**src/rtl/z80_mcycle_rd.sv**
```systemverilog
// Z80 memory-read machine cycle: opcode fetch (M1 with refresh) or plain read,
// with WAIT-state insertion. One clock equals one T-state; every output is registered.
module z80_mcycle_rd (
    input  logic        clk,
    input  logic        reset_n,
    input  logic        req,
    input  logic        m1,
    input  logic [15:0] addr,
    input  logic [15:0] ir,
    input  logic [7:0]  data_in,
    input  logic        wait_n,
    output logic [15:0] addr_bus,
    output logic        mreq_n,
    output logic        rd_n,
    output logic        m1_n,
    output logic        rfsh_n,
    output logic        busy,
    output logic        done,
    output logic [7:0]  rdata,
    output logic [7:0]  wait_cnt
);

    typedef enum logic [2:0] {
        IDLE,
        T1,
        T2,
        TW,
        T3,
        T4
    } state_t;

    state_t      state_q, state_d;
    logic        m1_q, m1_d;
    logic [15:0] addr_q, addr_d;
    logic [15:0] ir_q, ir_d;
    logic [7:0]  wctr_q, wctr_d;

    logic [15:0] addr_bus_d;
    logic        mreq_n_d, rd_n_d, m1_n_d, rfsh_n_d, busy_d, done_d;
    logic [7:0]  rdata_d, wait_cnt_d;

    always_ff @(posedge clk or negedge reset_n) begin
        if (!reset_n) begin
            state_q  <= IDLE;
            m1_q     <= 1'b0;
            addr_q   <= 16'h0000;
            ir_q     <= 16'h0000;
            wctr_q   <= 8'h00;
            addr_bus <= 16'h0000;
            mreq_n   <= 1'b1;
            rd_n     <= 1'b1;
            m1_n     <= 1'b1;
            rfsh_n   <= 1'b1;
            busy     <= 1'b0;
            done     <= 1'b0;
            rdata    <= 8'h00;
            wait_cnt <= 8'h00;
        end else begin
            state_q  <= state_d;
            m1_q     <= m1_d;
            addr_q   <= addr_d;
            ir_q     <= ir_d;
            wctr_q   <= wctr_d;
            addr_bus <= addr_bus_d;
            mreq_n   <= mreq_n_d;
            rd_n     <= rd_n_d;
            m1_n     <= m1_n_d;
            rfsh_n   <= rfsh_n_d;
            busy     <= busy_d;
            done     <= done_d;
            rdata    <= rdata_d;
            wait_cnt <= wait_cnt_d;
        end
    end

    always_comb begin
        state_d    = state_q;
        m1_d       = m1_q;
        addr_d     = addr_q;
        ir_d       = ir_q;
        wctr_d     = wctr_q;
        rdata_d    = rdata;
        wait_cnt_d = wait_cnt;
        done_d     = 1'b0;

        case (state_q)
            IDLE: begin
                if (req) begin
                    state_d = T1;
                    m1_d    = m1;
                    addr_d  = addr;
                    ir_d    = ir;
                    wctr_d  = 8'h00;
                end
            end
            T1: state_d = T2;
            T2, TW: begin
                if (!wait_n) begin
                    state_d = TW;
                    if (wctr_q != 8'hFF)
                        wctr_d = wctr_q + 8'h01;
                end else begin
                    state_d = T3;
                    if (m1_q)
                        rdata_d = data_in;
                end
            end
            T3: begin
                if (m1_q) begin
                    state_d = T4;
                end else begin
                    state_d    = IDLE;
                    rdata_d    = data_in;
                    done_d     = 1'b1;
                    wait_cnt_d = wctr_q;
                end
            end
            T4: begin
                state_d    = IDLE;
                done_d     = 1'b1;
                wait_cnt_d = wctr_q;
            end
            default: state_d = IDLE;
        endcase

        // Bus outputs are decoded from the state being entered so they line up with it.
        addr_bus_d = addr_bus;
        mreq_n_d   = 1'b1;
        rd_n_d     = 1'b1;
        m1_n_d     = 1'b1;
        rfsh_n_d   = 1'b1;
        busy_d     = 1'b0;

        case (state_d)
            T1, T2, TW: begin
                addr_bus_d = addr_d;
                mreq_n_d   = 1'b0;
                rd_n_d     = 1'b0;
                m1_n_d     = ~m1_d;
                busy_d     = 1'b1;
            end
            T3: begin
                busy_d   = 1'b1;
                mreq_n_d = 1'b0;
                if (m1_d) begin
                    addr_bus_d = ir_d;
                    rfsh_n_d   = 1'b0;
                end else begin
                    addr_bus_d = addr_d;
                    rd_n_d     = 1'b0;
                end
            end
            T4: begin
                addr_bus_d = ir_d;
                mreq_n_d   = 1'b0;
                rfsh_n_d   = 1'b0;
                busy_d     = 1'b1;
            end
            default: ;
        endcase
    end

endmodule

```
**config.mk**
```make
export PLATFORM = sky130hd
export DESIGN_NAME = z80_mcycle_rd
export DESIGN_NICKNAME = d
export VERILOG_FILES = /design/src/rtl/z80_mcycle_rd.sv
export SDC_FILE = /design/constraint.sdc
export NUM_CORES = 1
export LEC_CHECK = 0
export CAP_MARGIN = 20
export CORE_UTILIZATION = 35
export DETAILED_ROUTE_END_ITERATION = 6
export GPL_ROUTABILITY_DRIVEN = 0
export HOLD_SLACK_MARGIN = 0.06
export PLACE_DENSITY = 0.69
export RECOVER_POWER = 25
export SKIP_LAST_GASP = 1
export SYNTH_ARGS = -nofsm -noshare
export SYNTH_HDL_FRONTEND = slang
export SYNTH_SLANG_ARGS = --single-unit
```
**constraint.sdc**
```tcl
create_clock -name clk -period 2.3 [get_ports clk]
set_input_delay 0.345 -clock clk [delete_from_list [all_inputs] [get_ports clk]]
set_output_delay 0.345 -clock clk [all_outputs]
set_load 0.02 [all_outputs]
```
### Word level (Yosys, flattened, before mapping)

Cells that the tools add are included.

* word-level logic and storage cells: 75
* input port bits: 45
* register bits: 82

* $add $sub $neg: 1
* reduce and logical (&&, ||, !) cells: 11
* equality and inequality tests: 17
* bitwise logic cells: 1
* muxes and demuxes: 31

Operators with widths (count)
* two-way mux 16 bit: 5
* two-way mux 8 bit: 7
* one-hot mux 16 bit (3 select lines): 1
* one-hot mux 8 bit (2 select lines): 3
* equality test 3 x 2 -> 1 bit (second input constant): 4
* equality test 3 bit (second input constant): 4
* != test 2 bit (second input constant): 6
* one-hot mux 3 bit (4 select lines): 1
* two-way mux 3 bit: 3
* adder 8 x 1 -> 8 bit (second input constant): 1
* two-way mux 1 bit: 8
* != test 8 bit (second input constant): 1
* AND reduction 4 bit: 2
* equality test 3 x 1 -> 1 bit (second input constant): 2
* one-hot mux 1 bit (2 select lines): 3
* nonzero test 2 bit: 3
* OR reduction 5 bit: 1
* zero test 3 bit: 1
* nonzero test 3 bit: 1
* OR reduction 3 bit: 1
* AND reduction 2 bit: 1
* OR reduction 2 bit: 1
* inverter 1 bit: 1

### Longest topological paths before layout

Gate-level depths: netlist of the first run.

* depth in word-level cells: 6
* gate-level depth with buffers: 8
* mapped depth without buffers: 5

### Worst setup path before layout of the first run

Ideal clock, no wire load.

* path type: reg2reg
* start: register state_q[0]
* end: register addr_bus[15]
* stages on the path, launching flop included: 8
* library setup time: 142 ps
* slack: 539 ps
* buffers on the path: 3
* arrival time: 1619 ps
* path through: dfrtp_1 -> buf_6 -> nor4b_4 -> buf_6 -> buf_12 -> mux2_4 -> a32oi_1 -> o221ai_1

* elaborated cells between the ends (all ways): 20
* those cells by class: eq/ne (9); mux (7); reduce/logical (4)

RTL lines
* from (decl): RTL line 32 `state_t state_q, state_d;`
* from (signal assigned): RTL line 59 `state_q <= state_d;`
* zero test 3 bit *: RTL line 86 `case (state_q)`
* two-way mux 16 bit *: RTL line 86
* via addr_d[15]: RTL line 34 `logic [15:0] addr_q, addr_d;`
* two-way mux 16 bit: RTL line 145 `if (m1_d) begin`
* one-hot mux 16 bit (3 select lines) *: RTL line 134 `case (state_d)`
* to (signal assigned): RTL line 64 `addr_bus <= addr_bus_d;`
* to (decl): RTL line 12 `output logic [15:0] addr_bus,`

The timed path passes the listed nets; every way through them passes the cells marked *.
A chain may end at the register's enable or synchronous reset.

### Final worst setup path of the first run

* start: input req
* end: register addr_bus[0]

* elaborated cells between the ends (all ways): 17
* those cells by class: eq/ne (5); mux (10); reduce/logical (2)

RTL lines
* from (decl): RTL line 6 `input logic req,`
* two-way mux 16 bit *: RTL line 88 `if (req) begin`
* two-way mux 16 bit *: RTL line 86
* via addr_d[0]: RTL line 34
* two-way mux 16 bit: RTL line 145
* one-hot mux 16 bit (3 select lines) *: RTL line 134

Marked as above.

==> impl_metrics.tcl, run 1 <==
set metrics [dict create \
    outcome "complete, but fails checks" \
    violations "design-rule violations" \
    syn_to_final_growth_pct 31.0 \
    tritoncts "yes" \
    hpwl_um 6890 \
    post-route-min-period_ps 1930 \
    antenna_found_initial 0 \
    start_util_pct 36.3 \
    synth_edf_count 0 \
    cts_root_buf "clkbuf_16" \
    total_leakage_power_nw 2.36 \
    grt_use_total_pct 17.4 \
    synth_area_per_cell_um2 10.9 \
    portBuffers 82 \
    htree_levels 3 \
    slew_viol_final 0 \
    drt-pass1-iter-count 6 \
    worstMarginPinSlew_ps 1130 \
    hp-class "reg2reg" \
    ctsHoldBuffers 1 \
    postLayoutCoreUtil_pct 47.5 \
    netlist_top_cells_area "dfrtp_1 (47%), mux2_2 (8.4%), nand2_1 (5.5%)" \
    fmax_mhz 518 \
    synthTopCellsByCount "dfrtp_1 (78), nand2_1 (61), mux2_2 (31)" \
    synth-warning-count 0 \
    p_int_mw 4.75 \
    cts.reportedPaths.clkPinSlew_ps 60 \
    overflow 0 \
    remaining_drc_errors 14 \
    total_power_mw 7.78 \
    rsz0062_at_grt "no" \
    ir_drop_v 0.000575 \
    grt_max_degree 43 \
    synth_most_common_cell "dfrtp_1" \
    syn_area_um2 4180 \
    vias 3320 \
    p_sw_share_pct 39.0 \
    die_area_um2 12400 \
    design.portCount 83 \
    finalSetupTns_ps 0 \
    critPathKind "in2reg" \
    p_sw_mw 3.03 \
    coreArea_um2 11500 \
    comb_power_share_pct 49.2 \
    clock_path_buffers 2 \
    ys_seq_elements 82 \
    insertion_delay_ps 330 \
    cts_sinks 82 \
    cts_buffers 9 \
    period_share_pct 84.0 \
    cellPowerDensity_nw_per_um2 1420 \
    via_per_inst 5.41 \
    crit_required_ps 2490 \
    cp_data_arrival_time_ps 2130 \
    synth_async_sr_flop_share_pct 100 \
    seqPwrFrac_pct 31.9 \
    clock_skew_ps 8.56 \
    grt_pass1_wl_um 17000 \
    drt-total-wl_um 10400 \
    yosysTopAreaCell "dfrtp_1" \
    grt_pass1_vias 3452 \
    num_antenna_cells 0 \
    ys_seq_area_share_pct 49.3 \
    rows 39 \
    nets 512 \
    die_y_um 111 \
    end_kind "flop" \
    synth_fp_nets 429 \
    cap_violations 0 \
    clkPwrFrac_pct 18.9 \
    setup_viol 0 \
    hold_viol 0 \
    post_cts_buffers 0 \
    post_drt_wl_per_cell_um 16.9 \
    synthCells 383 \
    drt-initial-drc-count 193 \
    dp.cells 597 \
    instances_no_fill 614 \
    critPathMaxFanout 15 \
    die_w_um 111 \
    max_slew_margin_pct 24.9 \
    drive_gt1_share_pct 18.7 \
    post_cts_resized 0 \
    ys_types 49 \
    synth_top_cell_area_share_pct 46.7 \
    antenna_left 0 \
    synth-main-ff-cell "dfrtp_1" \
    crit_path_start_kind "primary input" \
]
path summary, 6_finish.rpt:
path | startpoint | depth (start not counted) | slack, ps | end
max | req | 6 | 370 | addr_bus[0]
min | addr_q[10] | 1 | 490 | addr_q[10]
max reg2reg | state_q[2] | 5 | 410 | addr_bus[0]
min reg2reg | addr_q[10] | 1 | 490 | addr_q[10]
max in group asynchronous | reset_n | 3 | 680 | rfsh_n
min in group asynchronous | reset_n | 2 | 770 | addr_bus[10]
through the flow:
step | hold slack, ps | cell area [um^2] | setup slack (ps)
CTS | 487 | 5470 | 351
finish | 486 | 5470 | 368
global route | 508 | 5470 | 242
global placement | 377 | 5150 | 36.8
floorplan | 49.4 | 4180 | 539
detailed placement | 383 | 5150 | 22.3
cells by family (layout without fill, tap and decap cells):
logic type               after synthesis  after routing  share of synthesized area [%]
buffers and inverters                 34            122                           5.06
AND/OR/NAND/NOR                      135            135                           16.2
flip-flops                            82             82                           49.3
adder cells (fa/ha/maj)                1              1                          0.300
AO/OA/AOI/OAI                         69             69                           12.3
multiplexers                          62             62                           16.9
cell usage in the layout (no fill, tap or decap), drive strengths merged, types with 2 or more instances in the layout:
cell,n
a21oi,15
a22oi,8
a32oi,12
and2b,2
and3,3
buf,17
clkbuf,12
clkdlybuf4s50,81
clkinv,3
dfrtp,78
dfstp,4
inv,6
mux2,41
mux2i,21
nand2,61
nand3,22
nor2,18
nor2b,10
nor3,3
nor3b,2
o211ai,8
o21ai,7
o221ai,12
or2,4
or4,2
area by class of cell:
class | instances | area, um^2
clock buffers | 11 | 243
clock inverters | 5 | 63.8
fillers | 1086 | 6050
inverters | 6 | 22.5
multi-input cells | 267 | 1910
flip-flops and latches | 82 | 2060
well taps | 143 | 179
repair buffers | 100 | 991
state kept, by name (all words and copies together) (netlist names):
register	flops
ir_q	16
rd_n	1
wctr_q	8
addr_bus	16
mreq_n	1
m1_q	1
state_q	3
busy	1
wait_cnt	8
addr_q	16
done	1
m1_n	1
rdata	8
rfsh_n	1
layer usage:
metal | share of wire (%) | global-route usage, %
met1 | 46 | 22.4
met2 | 48 | 28.8
met3 | 4.3 | 3.39
met4 | 1.7 | 7.03
met5 | 0 | 0
critical path, stage by stage:
cell             delay (ps)
clkdlybuf4s50_1         510
nor4b_4                 290
buf_4                   290
mux2_2                  370
a32oi_1                 170
o221ai_1                150
power by group through the flow:
| stage | combinational, mW | clock (mW) | sequential [mW] |
|---|---|---|---|
| final | 3.82 | 1.47 | 2.48 |
| after global routing | 4.17 | 1.55 | 2.56 |
| after CTS | 3.84 | 1.49 | 2.49 |
| after detailed placement | 3.84 | 0 | 2.50 |
| after global placement | 3.71 | 0 | 2.47 |
| after floorplan | 2.31 | 0 | 2.74 |
Power figures use the tool's default switching activity.
==> inputs of run 2 (changes only) <==
Clock period 2.3 ns to 2 ns, I/O delays scaled along.
==> impl_metrics.tcl, run 2 (synthesis results as in run 1) <==
set metrics [dict create \
    post_cts_buffers 0 \
    drive_gt1_share_pct 20.5 \
    crit_path_start_kind "flop" \
    setup.worst_path.start "state_q[2]" \
    insertion_delay_ps 330 \
    hold_viol 0 \
    overflow 0 \
    via_per_inst 5.32 \
    tritoncts "yes" \
    portBuffers 82 \
    cts_sinks 82 \
    seq_area_um2 2060 \
    rsz0062_at_grt "no" \
    critPathMaxFanout 35 \
    routed.top_layer "met4" \
    finalSetupTns_ps 0 \
    remaining_drc_errors 14 \
    critPathMostFrequentCell "buf_12" \
    violations "design-rule violations" \
    grt_max_degree 36 \
    clock_skew_ps 4.59 \
    cts_root_buf "clkbuf_16" \
    worstMarginPinSlew_ps 754 \
    cp.buffers_inverters 2 \
    drt-total-wl_um 10300 \
    grt_use_total_pct 17.5 \
    max_slew_margin_pct 49.7 \
    die_y_um 111 \
    grt_pass1_vias 3403 \
    hpwl_um 7010 \
    nets 526 \
    hp-start "addr_q[9]" \
    fill_cells 1095 \
    cp_top_family "multiplexers" \
    num_antenna_cells 0 \
    start_util_pct 36.3 \
    crit_required_ps 2210 \
    coreArea_um2 11500 \
    cts.reportedPaths.clkPinSlew_ps 60 \
    path_cells "nor4b_4 -> buf_12 -> buf_12 -> mux2_1 -> mux2i_1 -> o21ai_1" \
    design.portCount 83 \
    ir_drop_v 0.000736 \
    reg2reg_from "state_q[2]" \
    cts_buffers 9 \
    critPathSlowestCell "dfrtp_1" \
    grt_pass1_wl_um 17100 \
    met2_length_um 5010 \
    die_w_um 111 \
    htree_levels 3 \
    antenna_left 0 \
    total_leakage_power_nw 2.43 \
    cp_data_arrival_time_ps 2100 \
    cellPowerDensity_nw_per_um2 1620 \
    post_drt_wl_per_cell_um 16.5 \
    end_kind "flop" \
    max_stage_delay_ps 420 \
    final_common_cell "clkdlybuf4s50_1" \
    total_power_mw 9.02 \
    outcome "complete, but fails checks" \
    reg_top3 "addr_bus x16, addr_q x16, ir_q x16" \
    cap_violations 0 \
    antenna_found_initial 0 \
    clock_path_buffers 2 \
    drt-met1-wl_um 4660 \
    hp-class "reg2reg" \
    fmax_mhz 530 \
    most-common-layout-cells "clkdlybuf4s50_1 (81), dfrtp_1 (78), nand2_1 (61)" \
    setup_viol 0 \
    drt-initial-drc-count 216 \
    dr_wl_met3_um 482 \
    vias 3329 \
    die_area_um2 12400 \
    syn_to_final_growth_pct 33.6 \
    post-route-min-period_ps 1890 \
    period_share_pct 94.4 \
    critPathKind "reg2reg" \
    rows 39 \
    drt-pass1-iter-count 7 \
    slew_viol_final 0 \
    multi_input_area_um2 1920 \
]
==> run 2: cell count changes in the layout (fill, tap and decap cells not counted), sizes merged <==
cell / delta
buf: +13
clkinv: -2
clkbuf: +1
==> run 2: power breakdown <==
part	internal (mW)	total, mW	switching (mW)
Clock	0.951	1.56	0.611
Combinational	2.21	4.58	2.37
Sequential	2.41	2.88	0.475
==> run 2: cell type report <==
cell class / count / area share, %
Sequential cell: 82 / 36.9
Multi-Input combinational cell: 267 / 34.5
Timing Repair Buffer: 114 / 20.1
Clock buffer: 11 / 4.17
Tap cell: 143 / 3.21
Clock inverter: 3 / 0.763
Inverter: 6 / 0.404
==> run 2: worst paths after layout <==
check / cells after the start / slack, ps / end
max reg2reg: 6 / 110 / addr_bus[10]
max: 6 / 110 / addr_bus[10]
min: 1 / 490 / addr_q[9]
min reg2reg: 1 / 490 / addr_q[9]
max in group asynchronous: 3 / 350 / rd_n
min in group asynchronous: 2 / 580 / addr_bus[10]
==> run 2: through the flow <==
step | util (%) | setup slack (ps) | cell area (um^2) | hold slack [ps] | instances
after floorplan | - | 239 | 4180 | 4.41 | 383
after global placement | 46.0 | -154 | 5300 | 260 | 611
final | 48.4 | 112 | 5580 | 493 | 626
after detailed placement | 46.0 | -208 | 5300 | 268 | 611
after global routing | 48.4 | 23.6 | 5580 | 511 | 626
after CTS | 48.5 | 56.0 | 5580 | 459 | 626
==> run 2: what timing repair did <==
item | CTS | global route
endpoints found under the hold margin | 27 | 0
resized for setup | 0 | 1
hold buffers | 1 | 0
endpoints found under the setup margin | 0 | 8
==> run 2: per-layer routing <==
| metal | vias to the layer above | GRT usage [%] |
|---|---|---|
| li1 | 1580 | - |
| met1 | 1642 | 23.0 |
| met2 | 95 | 28.3 |
| met3 | 12 | 3.61 |
| met4 | 0 | 6.76 |
| met5 | - | 0 |
